### config.mk
export PLATFORM = sky130hd
export DESIGN_NAME = muldiv_unit
export DESIGN_NICKNAME = d
export VERILOG_FILES = /design/src/rtl/muldiv_unit.sv
export SDC_FILE = /design/constraint.sdc
export NUM_CORES = 2
export LEC_CHECK = 0
export BUFFER_PORTS_ARGS = -buffer_cell sky130_fd_sc_hd__buf_2
export CORE_UTILIZATION = 50
export DETAILED_ROUTE_END_ITERATION = 16
export GPL_ROUTABILITY_DRIVEN = 0
export GPL_TIMING_DRIVEN = 0
export HOLD_SLACK_MARGIN = 0.12
export PLACE_DENSITY = 0.77
export SYNTH_ARGS = -nofsm -noshare
export SYNTH_HDL_FRONTEND = slang
export SYNTH_SLANG_ARGS = --single-unit
export TNS_END_PERCENT = 10
### constraint.sdc
create_clock -name clk -period 7.15 [get_ports clk]
set_input_delay 2.145 -clock clk [delete_from_list [all_inputs] [get_ports clk]]
set_output_delay 2.145 -clock clk [all_outputs]
set_load 0.05 [all_outputs]
### src/rtl/muldiv_unit.sv
// Multi-cycle signed/unsigned multiply/divide unit for the Execute stage.
// Iterative ops run IDLE->ABS->CALC(WIDTH)->SIGN->DONE; fast multiply goes IDLE->DONE.
module muldiv_unit #(
    parameter int WIDTH    = 32,
    parameter int FAST_MUL = 1,
    parameter int CNT_W    = $clog2(WIDTH) + 1
) (
    input  logic             clk,
    input  logic             reset,
    input  logic             start,
    input  logic [1:0]       op,
    input  logic             cancel,
    input  logic [WIDTH-1:0] a,
    input  logic [WIDTH-1:0] b,
    output logic             busy,
    output logic             ready,
    output logic [WIDTH-1:0] hi,
    output logic [WIDTH-1:0] lo,
    output logic             div_by_zero
);

    localparam int W2 = 2 * WIDTH;

    typedef enum logic [2:0] {IDLE, ABS, CALC, SIGN, DONE} stateT;

    stateT             stateReg, stateNext;
    logic [1:0]        opReg;
    logic [WIDTH-1:0]  aReg, bReg;
    logic [WIDTH-1:0]  absDReg;
    logic [W2-1:0]     accReg;
    logic              qSignReg, rSignReg;
    logic [CNT_W-1:0]  cntReg;
    logic [WIDTH-1:0]  hiReg, loReg;
    logic              dbzReg;

    logic              accept, fastStart, isSigned, isDiv;
    logic [WIDTH-1:0]  absA, absB;
    logic [W2-1:0]     fastProd;
    logic [W2:0]       divShift;
    logic [WIDTH:0]    divTop;
    logic [WIDTH-1:0]  divDiff;
    logic [W2-1:0]     divNext;
    logic [WIDTH-1:0]  mulAddend;
    logic [WIDTH:0]    mulSum;
    logic [W2-1:0]     mulNext;
    logic [WIDTH-1:0]  resHi, resLo;
    logic [W2-1:0]     prodSigned;
    logic              resDbz;

    assign accept    = start && !cancel;
    assign fastStart = (FAST_MUL != 0) && !op[1];
    assign isSigned  = !opReg[0];
    assign isDiv     = opReg[1];

    // Single-cycle product on the live operands; truncated 2W product is correct for both signednesses.
    if (FAST_MUL != 0) begin : genFast
        logic [W2-1:0] aExt, bExt;
        always_comb begin
            aExt = op[0] ? {{WIDTH{1'b0}}, a} : {{WIDTH{a[WIDTH-1]}}, a};
            bExt = op[0] ? {{WIDTH{1'b0}}, b} : {{WIDTH{b[WIDTH-1]}}, b};
        end
        assign fastProd = aExt * bExt;
    end else begin : genNoFast
        assign fastProd = '0;
    end

    always_comb begin
        absA = (isSigned && aReg[WIDTH-1]) ? -aReg : aReg;
        absB = (isSigned && bReg[WIDTH-1]) ? -bReg : bReg;
    end

    // Restoring divide step: acc = {remainder, dividend/quotient}.
    always_comb begin
        divShift = {accReg, 1'b0};
        divTop   = divShift[W2:WIDTH];
        divDiff  = divTop[WIDTH-1:0] - absDReg;
        if (divTop >= {1'b0, absDReg})
            divNext = {divDiff, divShift[WIDTH-1:1], 1'b1};
        else
            divNext = divShift[W2-1:0];
    end

    // Shift-add multiply step: acc = {partial product, remaining multiplier bits}.
    always_comb begin
        mulAddend = accReg[0] ? absDReg : {WIDTH{1'b0}};
        mulSum    = {1'b0, accReg[W2-1:WIDTH]} + {1'b0, mulAddend};
        mulNext   = {mulSum, accReg[WIDTH-1:1]};
    end

    always_comb begin
        prodSigned = qSignReg ? -accReg : accReg;
        resDbz     = 1'b0;
        if (isDiv) begin
            resLo = qSignReg ? -accReg[WIDTH-1:0] : accReg[WIDTH-1:0];
            resHi = rSignReg ? -accReg[W2-1:WIDTH] : accReg[W2-1:WIDTH];
            if (bReg == '0) begin
                resLo  = {WIDTH{1'b1}};
                resHi  = aReg;
                resDbz = 1'b1;
            end
        end else begin
            resLo = prodSigned[WIDTH-1:0];
            resHi = prodSigned[W2-1:WIDTH];
        end
    end

    always_ff @(posedge clk or negedge reset) begin
        if (!reset) stateReg <= IDLE;
        else        stateReg <= stateNext;
    end

    always_comb begin
        stateNext = stateReg;
        case (stateReg)
            IDLE: if (accept) stateNext = fastStart ? DONE : ABS;
            ABS:  stateNext = cancel ? IDLE : CALC;
            CALC: if (cancel)                            stateNext = IDLE;
                  else if (cntReg == CNT_W'(WIDTH - 1))  stateNext = SIGN;
            SIGN: stateNext = cancel ? IDLE : DONE;
            DONE: stateNext = IDLE;
            default: stateNext = IDLE;
        endcase
    end

    always_comb begin
        busy        = (stateReg != IDLE);
        ready       = (stateReg == DONE);
        hi          = hiReg;
        lo          = loReg;
        div_by_zero = dbzReg;
    end

    always_ff @(posedge clk or negedge reset) begin
        if (!reset) begin
            opReg    <= '0;
            aReg     <= '0;
            bReg     <= '0;
            absDReg  <= '0;
            accReg   <= '0;
            qSignReg <= 1'b0;
            rSignReg <= 1'b0;
            cntReg   <= '0;
            hiReg    <= '0;
            loReg    <= '0;
            dbzReg   <= 1'b0;
        end else begin
            case (stateReg)
                IDLE: if (accept) begin
                    opReg <= op;
                    aReg  <= a;
                    bReg  <= b;
                    if (fastStart) begin
                        hiReg  <= fastProd[W2-1:WIDTH];
                        loReg  <= fastProd[WIDTH-1:0];
                        dbzReg <= 1'b0;
                    end
                end
                ABS: begin
                    qSignReg <= isSigned && (aReg[WIDTH-1] ^ bReg[WIDTH-1]);
                    rSignReg <= isSigned && aReg[WIDTH-1];
                    cntReg   <= '0;
                    if (isDiv) begin
                        accReg  <= {{WIDTH{1'b0}}, absA};
                        absDReg <= absB;
                    end else begin
                        accReg  <= {{WIDTH{1'b0}}, absB};
                        absDReg <= absA;
                    end
                end
                CALC: begin
                    accReg <= isDiv ? divNext : mulNext;
                    cntReg <= cntReg + CNT_W'(1);
                end
                SIGN: if (!cancel) begin
                    hiReg  <= resHi;
                    loReg  <= resLo;
                    dbzReg <= resDbz;
                end
                default: ;
            endcase
        end
    end

endmodule

# [After elaboration in Yosys (flattened, before gate mapping)]
# Cells that the tools add are included.
[totals] ff_bits=238 output_inout_bits=67 inputBits=70
[classes] magnitude_cmp=1 mul=1 n_eq_ne=9 n_bitwise=1 add_sub_neg=8 n_mux=39 reduce_logical=14
[op_table] operator="$mux 32" n=17
[op_table] operator="$mux 64" n=5
[op_table] operator="$neg 32->32" n=4
[op_table] operator="$pmux 32 s2" n=2
[op_table] operator="$pmux 64 s2" n=1
[op_table] operator="$mul 64x64->64" n=1
[op_table] operator="$neg 64->64" n=1
[op_table] operator="$add 32x32->33" n=1
[op_table] operator="$ge 33x32->1" n=1
[op_table] operator="$logic_not 32->1" n=1
[op_table] operator="$sub 32x32->32" n=1
[op_table] operator="$mux 3" n=5
[op_table] operator="$pmux 3 s4" n=1
[op_table] operator="$pmux 6 s2" n=1
[op_table] operator="$add 6x1->6 const B" n=1
[op_table] operator="$eq 3x2->1 const B" n=2
[op_table] operator="$eq 6x5->1 const B" n=1
[op_table] operator="$ne 2x2->1 const B" n=3
[op_table] operator="$mux 1" n=5
[op_table] operator="$logic_and 1x1->1" n=4
[op_table] operator="$reduce_and 2->1" n=2
[op_table] operator="$reduce_and 4->1" n=1
[op_table] operator="$reduce_bool 2->1" n=2
[op_table] operator="$eq 3x1->1 const B" n=1
[op_table] operator="8 further kinds" n=9

# [Logic depth before layout (Yosys ltp)]
[logic_depth] ltp_word=6 depth_mapped=34

# [Least setup slack after synthesis]
# Ideal clock, no wire load.
[synth_path] path_type="in2reg" start="in a[31]" end="reg hiReg[25] (netlist: hi[25])" path_slack_ps=-4068 stages=30 arrival_ps=11114 setup_time_ps=104 t_required_ps=7046 path_cell_list="nor2b_1 -> clkbuf_1 -> clkbuf_1 -> nand2_1 -> fa_1 -> inv_1 -> fa_1 -> fa_1 -> inv_1 -> fa_1 -> inv_1 -> fa_1 -> fa_1 -> fa_1 -> fa_1 -> fa_1 -> inv_1 -> fa_1 -> inv_1 -> ha_1 -> and4_1 -> nor2b_1 -> a31oi_1 -> and2_1 -> a31o_2 -> o21ai_0 -> a21boi_0 -> o21a_1 -> mux2_2 -> a221oi_1"
[synth_between] elab_chain_len=5
[synth_rtl] element="start, declared" line="13" source="input logic [WIDTH-1:0] a,"
[synth_rtl] element="$mux 64" line="59" source="aExt = op[0] ? {{WIDTH{1'b0}}, a} : {{WIDTH{a[WIDTH-1]}}, a};"
[synth_rtl] element="$mul 64x64->64" line="62" source="assign fastProd = aExt * bExt;"
[synth_rtl] element="$mux 32" line="152" source="if (fastStart) begin"
[synth_rtl] element="$mux 32" line="148" source="IDLE: if (accept) begin"
[synth_rtl] element="$pmux 32 s2" line="147" source="case (stateReg)"
[synth_rtl] element="end signal, assigned" line="153" source="hiReg <= fastProd[W2-1:WIDTH];"
[synth_rtl] element="end signal, assigned" line="175" source="hiReg <= resHi;"
[synth_rtl] element="end, declared" line="33" source="logic [WIDTH-1:0] hiReg, loReg;"
# No other way between the ends. The select of a mux whose other input is x is not followed.
# A chain may end at the register's enable or synchronous reset.

# [Worst setup path in the final report]
# Ends and elaborated chain as after synthesis.

==> impl_metrics.csv <==
group,metric,value,unit
floorplanning,die_area,132700,um2
synthesis,ys_seq_area_share,9.077,%
placement,post-place-cells,9130,
synthesis,syn_area,65610,um2
clock_network,clk_pin_slew,0.06,ns
sta,finalClockSkew,0.01581,ns
sta,setup_ws,-3.511,ns
setup_path,cpPeakStageDelay,0.63,ns
sta,setup_viol,55,
cells_and_area,final_area,72410,um2
sta,min_period,10.66,ns
cells_and_area,drive_gt1_share,9.679,%
clock_network,cts.sinks,238,
clock_network,cts_tree,"done",
placement,numPortBuffers,125,
floorplanning,io_pins,137,
sta,timing.slew.headroom,4.238,%
sta,drv_slew,0,
setup_path,cp_slowest_cell,"fa_2",
global_route,grt_overflow_total,0,
sta,fmax,93.80,MHz
synthesis,synth-seq-cells,238,
setup_path,cp.arrival,11.13,ns
clock_network,cts.path.max_buffers,3,
cells_and_area,area_delta_synth_final,10.36,%
global_route,grt_use_total,36.89,%
floorplanning,num_rows,132,
drt,drtAntennaViolNets,0,
synthesis,async_reset_ff_share,100.0,%
placement,hpwl,200700,um
drt,wirelength,243700,um
status,outcome,"complete, but fails checks",
sta,grt_setup_unrepaired,"true",
drt,via_count,55750,
cells_and_area,final_common_cell,"inv_1",
clock_network,ctsHoldBuffers,0,
synthesis,synth_ff_type,"dfrtp_1",
global_route,grt_pass1_vias,57650,
setup_path,cp_max_fo,7,
cells_and_area,stdcell_count,9235,
setup_path,worst_path_dominant_cell_family,"adder cells",
setup_path,cp.required,7.62,ns
synthesis,synthCells,7259,
cells_and_area,nFillCells,11090,
floorplanning,fp.dieW,364.2,um
drt,wl_per_cell,26.39,um
drt,via_per_inst,6.037,
setup_path,path_buf_inv,11,
sta,tightest_slew,1.433,ns
synthesis,syn_avg_cell_area,9.038,um2
worst_hold_path,min_path_type,"reg2reg",
clock_network,numCtsBuffers,26,
synthesis,synth_cell_types,81,
setup_path,crit_path_end_kind,"register",
placement,placed_cell_area,68740,um2
sta,min_period_over_period,149.1,%
cells_and_area,layout_common_cells,"inv_1, fa_1, nand2_1",
cells_and_area,utilization,55.78,%
clock_network,clock_latency,0.57,ns
setup_path,crit_type,"in2reg",
global_route,grt_pass1_wl,359300,um
floorplanning,core-area,129800,um2
synthesis,syn-num-nets,9127,
drt,dr.pass1.iters,12,
job,cap_violations,0,
floorplanning,initial_core_util,50.54,%
global_route,antenna_found_initial,25,
cells_and_area,num-nets-final,9319,
drt,drc_errors,0,
synthesis,ys_warn_count,0,
clock_network,h-tree-depth,1,
clock_network,root_buffer,"clkbuf_16",
global_route,grt_max_degree,99,
sta,hold_violations,0,
synthesis,synth-edff-count,0,
status,violations,"negative setup slack",
drt,drt-initial-drc-count,7682,
setup_path,cp-start-kind,"primary input",
floorplanning,die_h,364.2,um
worst min-delay path: cells and delay by family, from the launching register on:
kind,cells,cell delay [ns]
compound gates,1,0.06
flops,1,0.34
simple gates,1,0.05
final timing paths:
| kind | cells after the start | from | to | slack, ns |
|---|---|---|---|---|
| setup / recovery | 34 | a[31] | hi[25]$_DFFE_PN0P_ | -3.51 |
| hold / removal | 2 | lo[19]$_DFFE_PN0P_ | lo[19]$_DFFE_PN0P_ | 0.48 |
| setup reg to reg | 14 | accReg[0]$_DFFE_PN0P_ | accReg[61]$_DFFE_PN0P_ | 1.71 |
| hold reg to reg | 2 | lo[19]$_DFFE_PN0P_ | lo[19]$_DFFE_PN0P_ | 0.48 |
| max in group asynchronous | 3 | reset | hi[2]$_DFFE_PN0P_ | 4.36 |
| min in group asynchronous | 1 | reset | accReg[35]$_DFFE_PN0P_ | 1.47 |
synth_stat cells, drive strengths merged (24+ instances only):
cell       n  area (um2)
a21oi    236        1181
o221ai    28       245.2
and2     596        3729
nor3      56       280.3
o21a      25       187.7
a211oi    34       255.2
a21o      56       420.4
nor2b     24       150.1
nor4      25       162.6
mux2      61       686.9
buf       24       98.84
nor2     230       863.3
o211ai    47       352.8
dfrtp    238        5956
ha       377        4717
o21ai    282        1411
nand3     42       210.2
clkbuf   353        1329
o22ai     26       162.7
xnor2    194        1699
xor2     115        1007
nand2    796        2988
mux2i     54       540.5
fa      1421       28450
o31ai     45       337.8
nand2b    24       150.1
inv     1585        5949
or3       24       165.2
per-stage QoR:
stage	setup TNS, ns	setup slack, ns	hold slack [ns]
after floorplan	-122.44	-3.156	0.4498
after global placement	-299.21	-5.064	0.4594
final	-139.21	-3.511	0.4774
after global routing	-148.21	-3.626	0.5101
after detailed placement	-245.82	-5.355	0.4647
after CTS	-132.32	-3.351	0.4789
layer usage:
metal / GRT usage [%] / vias to the layer above / wire, um
met3: 14.29 / 1315 / 36850
met5: 0 / - / 188
met4: 26.64 / 14 / 23130
met1: 43.42 / 27450 / 81060
li1: - / 22480 / -
met2: 55.03 / 4489 / 102500
sequential cells by signal (all words and copies together), names as in the netlist:
| register | count |
|---|---|
| rSignReg | 1 |
| div_by_zero | 1 |
| aReg | 32 |
| accReg | 64 |
| stateReg | 3 |
| hi | 32 |
| opReg | 2 |
| cntReg | 6 |
| bReg | 32 |
| qSignReg | 1 |
| lo | 32 |
| absDReg | 32 |
cell type report:
cell class / instances / area, um2 / share of cell area [%]
clock buffer: 38 / 797.0 / 1.101
clock inverter: 9 / 110.1 / 0.1521
tap: 1742 / 2180 / 3.010
multi-input combinational: 5058 / 53380 / 73.72
antenna: 23 / 57.56 / 0.07948
inverter: 1586 / 5963 / 8.235
timing repair buffer: 167 / 1205 / 1.664
sequential: 238 / 5956 / 8.225
buffer: 374 / 2763 / 3.815
logic make-up after synthesis:
family	after synthesis	share of synthesized area (%)
compound gates	925	8.816
xor+xnor	309	4.125
fa+ha+maj	1802	50.61
buf+inv	1963	11.25
flops	238	9.077
mux	115	1.871
simple gates	1907	14.25
what timing repair did:
item | in CTS | in global routing
pin swaps | 51 | 89
setup buffers | 17 | 21
gates resized for setup | 561 | 198
endpoints found under the setup margin | 58 | 56
Power is left out: the tool's default activity adds up to more than one toggle a clock period on the data nets, which glitch-free logic cannot reach.
